$ cat src/rtl/billiard_pkg.sv
// Shared types and constants for the billiard shot sequencer.
package billiard_pkg;

    localparam int unsigned SPEED_W = 11;
    localparam int unsigned POWER_W = 6;
    localparam int unsigned AIM_W   = 3;

    typedef enum logic [2:0] {
        ST_AIM,
        ST_CHARGE,
        ST_FIRE,
        ST_ROLLING,
        ST_SETTLE
    } state_t;

    // Unit direction vector; each component is -1, 0 or +1, Y positive downward.
    typedef struct packed {
        logic signed [1:0] dx;
        logic signed [1:0] dy;
    } dir_t;

    // Aim code to direction: E, NE, N, NW, W, SW, S, SE.
    function automatic dir_t dir_lookup(input logic [AIM_W-1:0] code);
        dir_t d;
        d.dx = 2'sd0;
        d.dy = 2'sd0;
        case (code)
            3'd0: begin d.dx =  2'sd1; d.dy =  2'sd0; end
            3'd1: begin d.dx =  2'sd1; d.dy = -2'sd1; end
            3'd2: begin d.dx =  2'sd0; d.dy = -2'sd1; end
            3'd3: begin d.dx = -2'sd1; d.dy = -2'sd1; end
            3'd4: begin d.dx = -2'sd1; d.dy =  2'sd0; end
            3'd5: begin d.dx = -2'sd1; d.dy =  2'sd1; end
            3'd6: begin d.dx =  2'sd0; d.dy =  2'sd1; end
            default: begin d.dx = 2'sd1; d.dy = 2'sd1; end
        endcase
        return d;
    endfunction

    // Apply a unit direction component to an unsigned speed magnitude.
    function automatic logic signed [SPEED_W-1:0] scale_axis(
        input logic signed [1:0]   unit,
        input logic [SPEED_W-1:0]  mag
    );
        logic signed [SPEED_W-1:0] r;
        r = '0;
        if (unit == 2'sd1)
            r = $signed(mag);
        else if (unit == -2'sd1)
            r = $signed(SPEED_W'(0) - mag);
        return r;
    endfunction

endpackage

$ cat src/rtl/power_ramp.sv
// Saturating, frame-gated shot power counter with synchronous clear.
module power_ramp #(
    parameter int unsigned WIDTH   = 6,
    parameter int unsigned MAX_VAL = 63
) (
    input  logic             clk,
    input  logic             rst,
    input  logic             clear,
    input  logic             enable,
    input  logic             frame,
    output logic [WIDTH-1:0] value
);

    // Clear wins over counting; counting stops at MAX_VAL.
    always_ff @(posedge clk or posedge rst) begin
        if (rst)
            value <= '0;
        else if (clear)
            value <= '0;
        else if (enable && frame && (value < WIDTH'(MAX_VAL)))
            value <= value + WIDTH'(1);
    end

endmodule

$ cat src/rtl/shot_sequencer.sv
// Shot sequencer: aim, charge power, launch the cue ball, wait for the table
// to settle and decide the next player.
// Optional feature: define SHOT_TIMEOUT_EN to abort long rolls with forceStop
// after ROLL_TIMEOUT frames.
module shot_sequencer
    import billiard_pkg::*;
#(
    parameter int unsigned NUM_BALLS     = 4,
    parameter int unsigned MAX_POWER     = 63,
    parameter int unsigned SPEED_SCALE   = 4,
    parameter int unsigned SETTLE_FRAMES = 15,
    parameter int unsigned ROLL_TIMEOUT  = 1023
) (
    input  logic                      clk,
    input  logic                      resetN,
    input  logic                      startOfFrame,
    input  logic                      shootKey,
    input  logic [AIM_W-1:0]          aimDir,
    input  logic [NUM_BALLS-1:0]      ballMoving,
    input  logic                      cuePocketed,
    input  logic                      ballPocketed,
    output logic                      launchPulse,
    output logic signed [SPEED_W-1:0] launchXspeed,
    output logic signed [SPEED_W-1:0] launchYspeed,
    output logic [POWER_W-1:0]        power,
    output logic                      playerTurn,
    output logic                      turnDone,
    output logic                      foul,
    output logic                      respawnCue,
    output logic                      forceStop
);

    localparam int unsigned SET_W = $clog2(SETTLE_FRAMES + 1);

    state_t                    state_q, state_d;
    logic [AIM_W-1:0]          aim_q, aim_d;
    logic [SET_W-1:0]          settle_q, settle_d;
    logic                      scratch_q, scratch_d;
    logic                      object_q, object_d;
    logic                      player_d;
    logic                      launch_d, turn_done_d, foul_d, respawn_d;
    logic signed [SPEED_W-1:0] xs_d, ys_d;
    logic                      clear_power, charge_en;
    logic                      end_turn, scratch_now, object_now;
    logic                      timeout_c;
    logic [SPEED_W-1:0]        mag;
    dir_t                      dir;

    power_ramp #(
        .WIDTH   (POWER_W),
        .MAX_VAL (MAX_POWER)
    ) u_power_ramp (
        .clk    (clk),
        .rst    (resetN),
        .clear  (clear_power),
        .enable (charge_en),
        .frame  (startOfFrame),
        .value  (power)
    );

    assign mag = SPEED_W'(power) * SPEED_W'(SPEED_SCALE);
    assign dir = dir_lookup(aim_q);

`ifdef SHOT_TIMEOUT_EN
    localparam int unsigned TO_W = $clog2(ROLL_TIMEOUT + 1);

    logic [TO_W-1:0] timer_q;
    logic            in_play;

    assign in_play   = (state_q == ST_ROLLING) || (state_q == ST_SETTLE);
    assign timeout_c = in_play && startOfFrame && ((timer_q + TO_W'(1)) == TO_W'(ROLL_TIMEOUT));

    // Frames spent rolling/settling; idle at zero outside play.
    always_ff @(posedge clk or posedge resetN) begin
        if (resetN)
            timer_q <= '0;
        else if (!in_play || timeout_c)
            timer_q <= '0;
        else if (startOfFrame)
            timer_q <= timer_q + TO_W'(1);
    end

    // Abort strobe to the movers, aligned with the turn-end pulses.
    always_ff @(posedge clk or posedge resetN) begin
        if (resetN)
            forceStop <= 1'b0;
        else
            forceStop <= timeout_c;
    end
`else
    // Timeout limit has no effect in this build.
    logic unused_timeout_cfg;
    assign unused_timeout_cfg = (ROLL_TIMEOUT == 0);
    assign timeout_c = 1'b0;
    assign forceStop = 1'b0;
`endif

    // State and registered outputs.
    always_ff @(posedge clk or posedge resetN) begin
        if (resetN) begin
            state_q      <= ST_AIM;
            aim_q        <= '0;
            settle_q     <= '0;
            scratch_q    <= 1'b0;
            object_q     <= 1'b0;
            playerTurn   <= 1'b0;
            launchPulse  <= 1'b0;
            launchXspeed <= '0;
            launchYspeed <= '0;
            turnDone     <= 1'b0;
            foul         <= 1'b0;
            respawnCue   <= 1'b0;
        end else begin
            state_q      <= state_d;
            aim_q        <= aim_d;
            settle_q     <= settle_d;
            scratch_q    <= scratch_d;
            object_q     <= object_d;
            playerTurn   <= player_d;
            launchPulse  <= launch_d;
            launchXspeed <= xs_d;
            launchYspeed <= ys_d;
            turnDone     <= turn_done_d;
            foul         <= foul_d;
            respawnCue   <= respawn_d;
        end
    end

    // Next-state and next-output decode.
    always_comb begin
        state_d     = state_q;
        aim_d       = aim_q;
        settle_d    = settle_q;
        scratch_d   = scratch_q;
        object_d    = object_q;
        player_d    = playerTurn;
        launch_d    = 1'b0;
        xs_d        = '0;
        ys_d        = '0;
        turn_done_d = 1'b0;
        foul_d      = 1'b0;
        respawn_d   = 1'b0;
        clear_power = 1'b0;
        charge_en   = 1'b0;
        end_turn    = 1'b0;
        scratch_now = scratch_q | cuePocketed;
        object_now  = object_q | ballPocketed;

        case (state_q)
            ST_AIM: begin
                if (shootKey) begin
                    state_d     = ST_CHARGE;
                    aim_d       = aimDir;
                    clear_power = 1'b1;
                end
            end
            ST_CHARGE: begin
                // A release on a frame edge suppresses that frame's increment.
                charge_en = shootKey;
                if (!shootKey)
                    state_d = ST_FIRE;
            end
            ST_FIRE: begin
                if (power != '0) begin
                    launch_d = 1'b1;
                    xs_d     = scale_axis(dir.dx, mag);
                    ys_d     = scale_axis(dir.dy, mag);
                    settle_d = '0;
                    state_d  = ST_ROLLING;
                end else begin
                    state_d = ST_AIM;
                end
            end
            ST_ROLLING: begin
                scratch_d = scratch_now;
                object_d  = object_now;
                if (startOfFrame && (ballMoving == '0)) begin
                    settle_d = SET_W'(1);
                    state_d  = ST_SETTLE;
                end
            end
            ST_SETTLE: begin
                scratch_d = scratch_now;
                object_d  = object_now;
                if (startOfFrame) begin
                    if (|ballMoving) begin
                        settle_d = '0;
                        state_d  = ST_ROLLING;
                    end else if ((settle_q + SET_W'(1)) >= SET_W'(SETTLE_FRAMES)) begin
                        end_turn = 1'b1;
                    end else begin
                        settle_d = settle_q + SET_W'(1);
                    end
                end
            end
            default: state_d = ST_AIM;
        endcase

        if (timeout_c)
            end_turn = 1'b1;

        // Turn end: scratch beats a pocketed object ball, otherwise turn passes.
        if (end_turn) begin
            state_d     = ST_AIM;
            settle_d    = '0;
            scratch_d   = 1'b0;
            object_d    = 1'b0;
            turn_done_d = 1'b1;
            if (scratch_now) begin
                foul_d    = 1'b1;
                respawn_d = 1'b1;
                player_d  = ~playerTurn;
            end else if (!object_now) begin
                player_d = ~playerTurn;
            end
        end
    end

endmodule

$ cat config.mk
export PLATFORM = sky130hd
export DESIGN_NAME = shot_sequencer
export DESIGN_NICKNAME = d
export VERILOG_FILES = /design/src/rtl/billiard_pkg.sv /design/src/rtl/power_ramp.sv /design/src/rtl/shot_sequencer.sv
export SDC_FILE = /design/constraint.sdc
export NUM_CORES = 1
export LEC_CHECK = 0
export ABC_AREA = 1
export BUFFER_PORTS_ARGS = -buffer_cell sky130_fd_sc_hd__buf_4
export CORE_MARGIN = 2
export CORE_UTILIZATION = 50
export CTS_BUF_LIST = sky130_fd_sc_hd__clkbuf_4 sky130_fd_sc_hd__clkbuf_8
export DETAILED_ROUTE_END_ITERATION = 12
export PLACE_DENSITY_LB_ADDON = 0.12
export SLEW_MARGIN = 30
export SYNTH_ARGS = -nofsm -noshare
export SYNTH_HDL_FRONTEND = slang
export SYNTH_HIERARCHICAL = 1
export SYNTH_SLANG_ARGS = --single-unit
$ cat constraint.sdc
create_clock -name clk -period 1.95 [get_ports clk]
set_input_delay 0.39 -clock clk [delete_from_list [all_inputs] [get_ports clk]]
set_output_delay 0.39 -clock clk [all_outputs]
set_load 0.01 [all_outputs]
# After elaboration in Yosys (flattened, before gate mapping)
# Cells that the tools add are included.
dict set report op_classes {
  order_cmp 2
  mux 44
  n_eq_ne 22
  addsub 3
  n_reduce_logical 16
  n_bitwise 3
}
# cell n
set op_table {}
lappend op_table {{$mux W11} 8}
lappend op_table {{$pmux W4 S7} 1}
lappend op_table {{$mux W4} 6}
lappend op_table {{$mux W1} 18}
lappend op_table {{$mux W3} 6}
lappend op_table {{$ne A3 B3 Y1 const B} 6}
lappend op_table {{$pmux W3 S5} 1}
lappend op_table {{$eq A3 B2 Y1 const B} 4}
lappend op_table {{$eq A3 B3 Y1 const B} 4}
lappend op_table {{$mux W6} 2}
lappend op_table {{$pmux W4 S3} 1}
lappend op_table {{$reduce_and A5 Y1} 2}
lappend op_table {{$sub A1 B8 Y9 const A} 1}
lappend op_table {{$add A6 B1 Y6 const B} 1}
lappend op_table {{$eq A3 B1 Y1 const B} 2}
lappend op_table {{$logic_not A3 Y1} 2}
lappend op_table {{$lt A6 B6 Y1 const B} 1}
lappend op_table {{$reduce_bool A6 Y1} 1}
lappend op_table {{$add A4 B1 Y4 const B} 1}
lappend op_table {{$eq A2 B1 Y1 const B} 2}
lappend op_table {{$eq A2 B2 Y1 const B} 2}
lappend op_table {{$ge A4 B4 Y1 const B} 1}
lappend op_table {{$logic_not A4 Y1} 1}
lappend op_table {{$ne A4 B4 Y1 const B} 1}
lappend op_table {{10 further kinds} 15}
dict set report word_totals {
  output_inout_bits 34
  elab_cells 102
  regBits 44
}

# Logic depth before layout (Yosys ltp)
dict set report depth {
  depth_word 8
  depth_mapped 11
  ltp_nobuf 11
}

# By module
# The synthesis kept the hierarchy.
# mod area_per_inst_um2 seq_area_each_um2 instances cells_each
set by_module_without_submodules {}
lappend by_module_without_submodules {shot_sequencer 1747.9 750.7 1 217}
lappend by_module_without_submodules {power_ramp 410.4 150.1 1 54}

# Least setup slack after synthesis
# Ideal clock, no wire load.
dict set report synth_timing {
  kind {flip-flop to flip-flop}
  start {reg u_power_ramp.value[0]}
  end {reg state_q[0]}
  n_path_buf 0
  setup_slack_ns 0.445
  synth_period_minus_slack_ns 1.505
  stages_incl_launch_ff 10
  arrival_time_ns 1.390
  cell_sequence {dfrtp_1 inv_1 ha_1 nand4_1 nand2_4 inv_2 nor2_1 nor2_4 nand2_2 nand2_2}
}
dict set report synth_between {
  elab_chain_len 4
}
# item line_no
set synth_rtl {}
lappend synth_rtl {{start: declaration} power_ramp.sv:11} ;# output logic [WIDTH-1:0] value
lappend synth_rtl {{start signal: assignment} power_ramp.sv:21} ;# value <= value + WIDTH'(1);
lappend synth_rtl {{$reduce_bool A6 Y1} shot_sequencer.sv:164} ;# if (power != '0) begin
lappend synth_rtl {{$mux W2} shot_sequencer.sv:164}
lappend synth_rtl {{$pmux W3 S5} shot_sequencer.sv:149} ;# case (state_q)
lappend synth_rtl {{$mux W3} shot_sequencer.sv:203} ;# if (end_turn) begin
lappend synth_rtl {{end signal: assignment} shot_sequencer.sv:114} ;# state_q <= state_d;
lappend synth_rtl {{end: declaration} shot_sequencer.sv:35} ;# state_t state_q, state_d;
# No other way between the ends.
# A chain may end at the register's enable or synchronous reset.

# Worst setup path in the final report
# Ends and elaborated chain as after synthesis.

==> flow_summary.json <==
{
  "clk_pin_slew_ns": 0.08,
  "htree_num_levels": 2,
  "synth-edff-count": 0,
  "min_path_type": "primary input to async pin",
  "maxSlewViolCount": 0,
  "clkLatencyLatePin_ns": 0.29,
  "r2r-start": "u_power_ramp/value[0]",
  "crit_required_ns": 2.13,
  "avgSynthCellArea_um2": 7.96,
  "viasPerCell": 4.82,
  "synth.distinct_cells": 31,
  "crit_type": "register to register",
  "fin_crit_sh": 0.827,
  "first_pass_iters": 5,
  "start_kind": "register",
  "cts_root_buffer": "clkbuf_8",
  "wl_met1_um": 1930,
  "p_leak_nw": 1.46,
  "grt_max_degree": 31,
  "nets": 330,
  "status": "finished, final reports clean",
  "async_flop_share": 1.00,
  "path_max_fanout": 8,
  "crit_path_start": "u_power_ramp/value[0]",
  "max_freq_mhz": 620,
  "cts_resized": 0,
  "synthCells": 271,
  "wl_met2_um": 1880,
  "fin_worst_skew_ns": 0.0116,
  "core_area_um2": 4090,
  "final_antenna_net_count": 0,
  "layout_common_cells": "nand2_1 (63), buf_4 (42), inv_1 (39)",
  "start_util": 0.528,
  "rows": 23,
  "dr_total_vias": 1756,
  "wl_met3_um": 266,
  "dp_hpwl_um": 3150,
  "numCtsBuffers": 5,
  "setup_viol": 0,
  "cts_setup_buffers": 0,
  "finalHoldViolations": 0,
  "ys_ff_latch": 36,
  "dieArea_um2": 4860,
  "rsz0062_at_grt": "false",
  "io_pins": 47,
  "cts.sinks": 36,
  "grt_pass1_wl_um": 7030,
  "fp.dieH_um": 69.7,
  "n_antenna_cell": 0,
  "dieWidth_um": 69.7,
  "yosysWarnings": 6,
  "grt_usage": 0.183,
  "irDropWorstVdd_v": 0.000604,
  "grt_pass1_vias": 1565,
  "syn_area_um2": 2160,
  "wl_per_cell_um": 11.4,
  "drv_cap": 0,
  "yosysSeqAreaShare": 0.417,
  "p_total_w": 0.00334,
  "yosys_most_used_dff": "dfrtp_1",
  "drt_iter0_drc": 58,
  "post-route-drc-count": 0,
  "cts_tree": "yes",
  "io_buffers": 41,
  "p_per_area_nw_per_um2": 1300,
  "highest_layer": "met4",
  "drt_wl_total_um": 4160,
  "setup_tns_ns": 0,
  "final_common_cell": "nand2_1",
  "fillers": 361,
  "grt_overflow": 0,
  "layout_min_cycle_time_ns": 1.61,
  "antenna_found_initial": 0,
  "cts_hold_buffers": 0,
  "areaGrowthSynthToFinish_pct": 19.5,
  "endpoint_kind": "register",
  "drive_above_1_share": 0.290,
  "cp.arrival_ns": 1.79,
  "gp_congestion": 0.869,
  "cts_buffer_depth": 2
}
-- final timing paths --
path | cells past startpoint | end | slack (ns)
worst max-delay path | 9 | state_q[0] | 0.34
worst min-delay path | 2 | u_power_ramp/value[5] | 0.01
worst max register to register | 9 | state_q[0] | 0.34
worst min register to register | 1 | playerTurn | 0.48
max in group asynchronous | 3 | respawnCue | 1.48
min in group clk | 3 | aim_q[0] | 0.31
-- state kept, by name, summed over array words and instances (netlist names), 3 cells and up --
name,count
launchYspeed,7
u_power_ramp/value,6
launchXspeed,7
state_q,3
aim_q,3
settle_q,4
-- Yosys cell counts (2+ instances only) --
cell type,n,area [um2]
nand3_4,2,35.0
dfrtp_1,36,901
buf_4,11,82.6
ha_1,4,50.1
nand2_4,6,67.6
a211oi_1,2,15.0
nor2_2,4,25.0
o21ai_0,6,30.0
nor2_4,5,56.3
o21ai_2,4,35.0
nand3_1,18,90.1
nor2_1,22,82.6
inv_1,39,146
nand4_1,6,37.5
nand2_2,7,43.8
nor3_1,3,15.0
inv_2,8,30.0
xor2_1,5,43.8
a21oi_1,8,40.0
nand2_1,63,236
nand3_2,2,20.0
-- where the power goes --
group	switching, W	internal (W)	total, W	leakage, nW
clock network	0.000262	0.000393	0.000655	0.0586
registers	0.000216	0.000898	0.00111	0.480
logic	0.000964	0.000612	0.00158	0.920
-- worst max-delay path: stages (launching register included) --
cell     delay [ns]
dfrtp_1        0.45
inv_1          0.15
ha_1           0.22
nand4_1        0.16
nand2_4        0.14
inv_2          0.07
nor2_1         0.17
nor2_4         0.06
nand2_2        0.06
nand2_2        0.04
-- metrics by stage --
| step | setup slack, ns | util | hold WS [ns] | cell area [um2] | cells |
|---|---|---|---|---|---|
| 4_1_cts | 0.331 | 0.631 | 0.0127 | 2580 | 364 |
| 3_3_place_gp | 0.405 | 0.604 | 0.334 | 2470 | 356 |
| 3_5_place_dp | 0.351 | 0.604 | 0.333 | 2470 | 356 |
| 2_1_floorplan | 0.445 | - | 0.181 | 2170 | 275 |
| 6_report | 0.337 | 0.631 | 0.0130 | 2580 | 364 |
| 5_1_grt | 0.197 | 0.631 | 0.0282 | 2580 | 364 |
-- final cells by class --
cell class	instances	area, um2	share of cell area
flip-flops and latches	36	901	0.349
repair buffers	42	315	0.122
multi-input cells	178	987	0.383
well taps	50	62.6	0.0242
clock buffers	6	76.3	0.0296
clock inverters	2	35.0	0.0136
inverters	50	203	0.0786
-- kinds of logic after synthesis --
logic type / share of synthesized area
other: 0.00174
buffers and inverters: 0.132
DFF: 0.417
xor gates and xnor gates: 0.0203
AOI/OAI and AO/OA: 0.0736
and+or+nand+nor: 0.332
adders and majority gates: 0.0232
-- metal layers --
metal  vias up  GRT usage
li1        912          -
met1       784      0.240
met2        53      0.290
met3         7     0.0509
met4         0     0.0705
met5         -          0
Note: power is estimated with default switching activity, not from simulation.
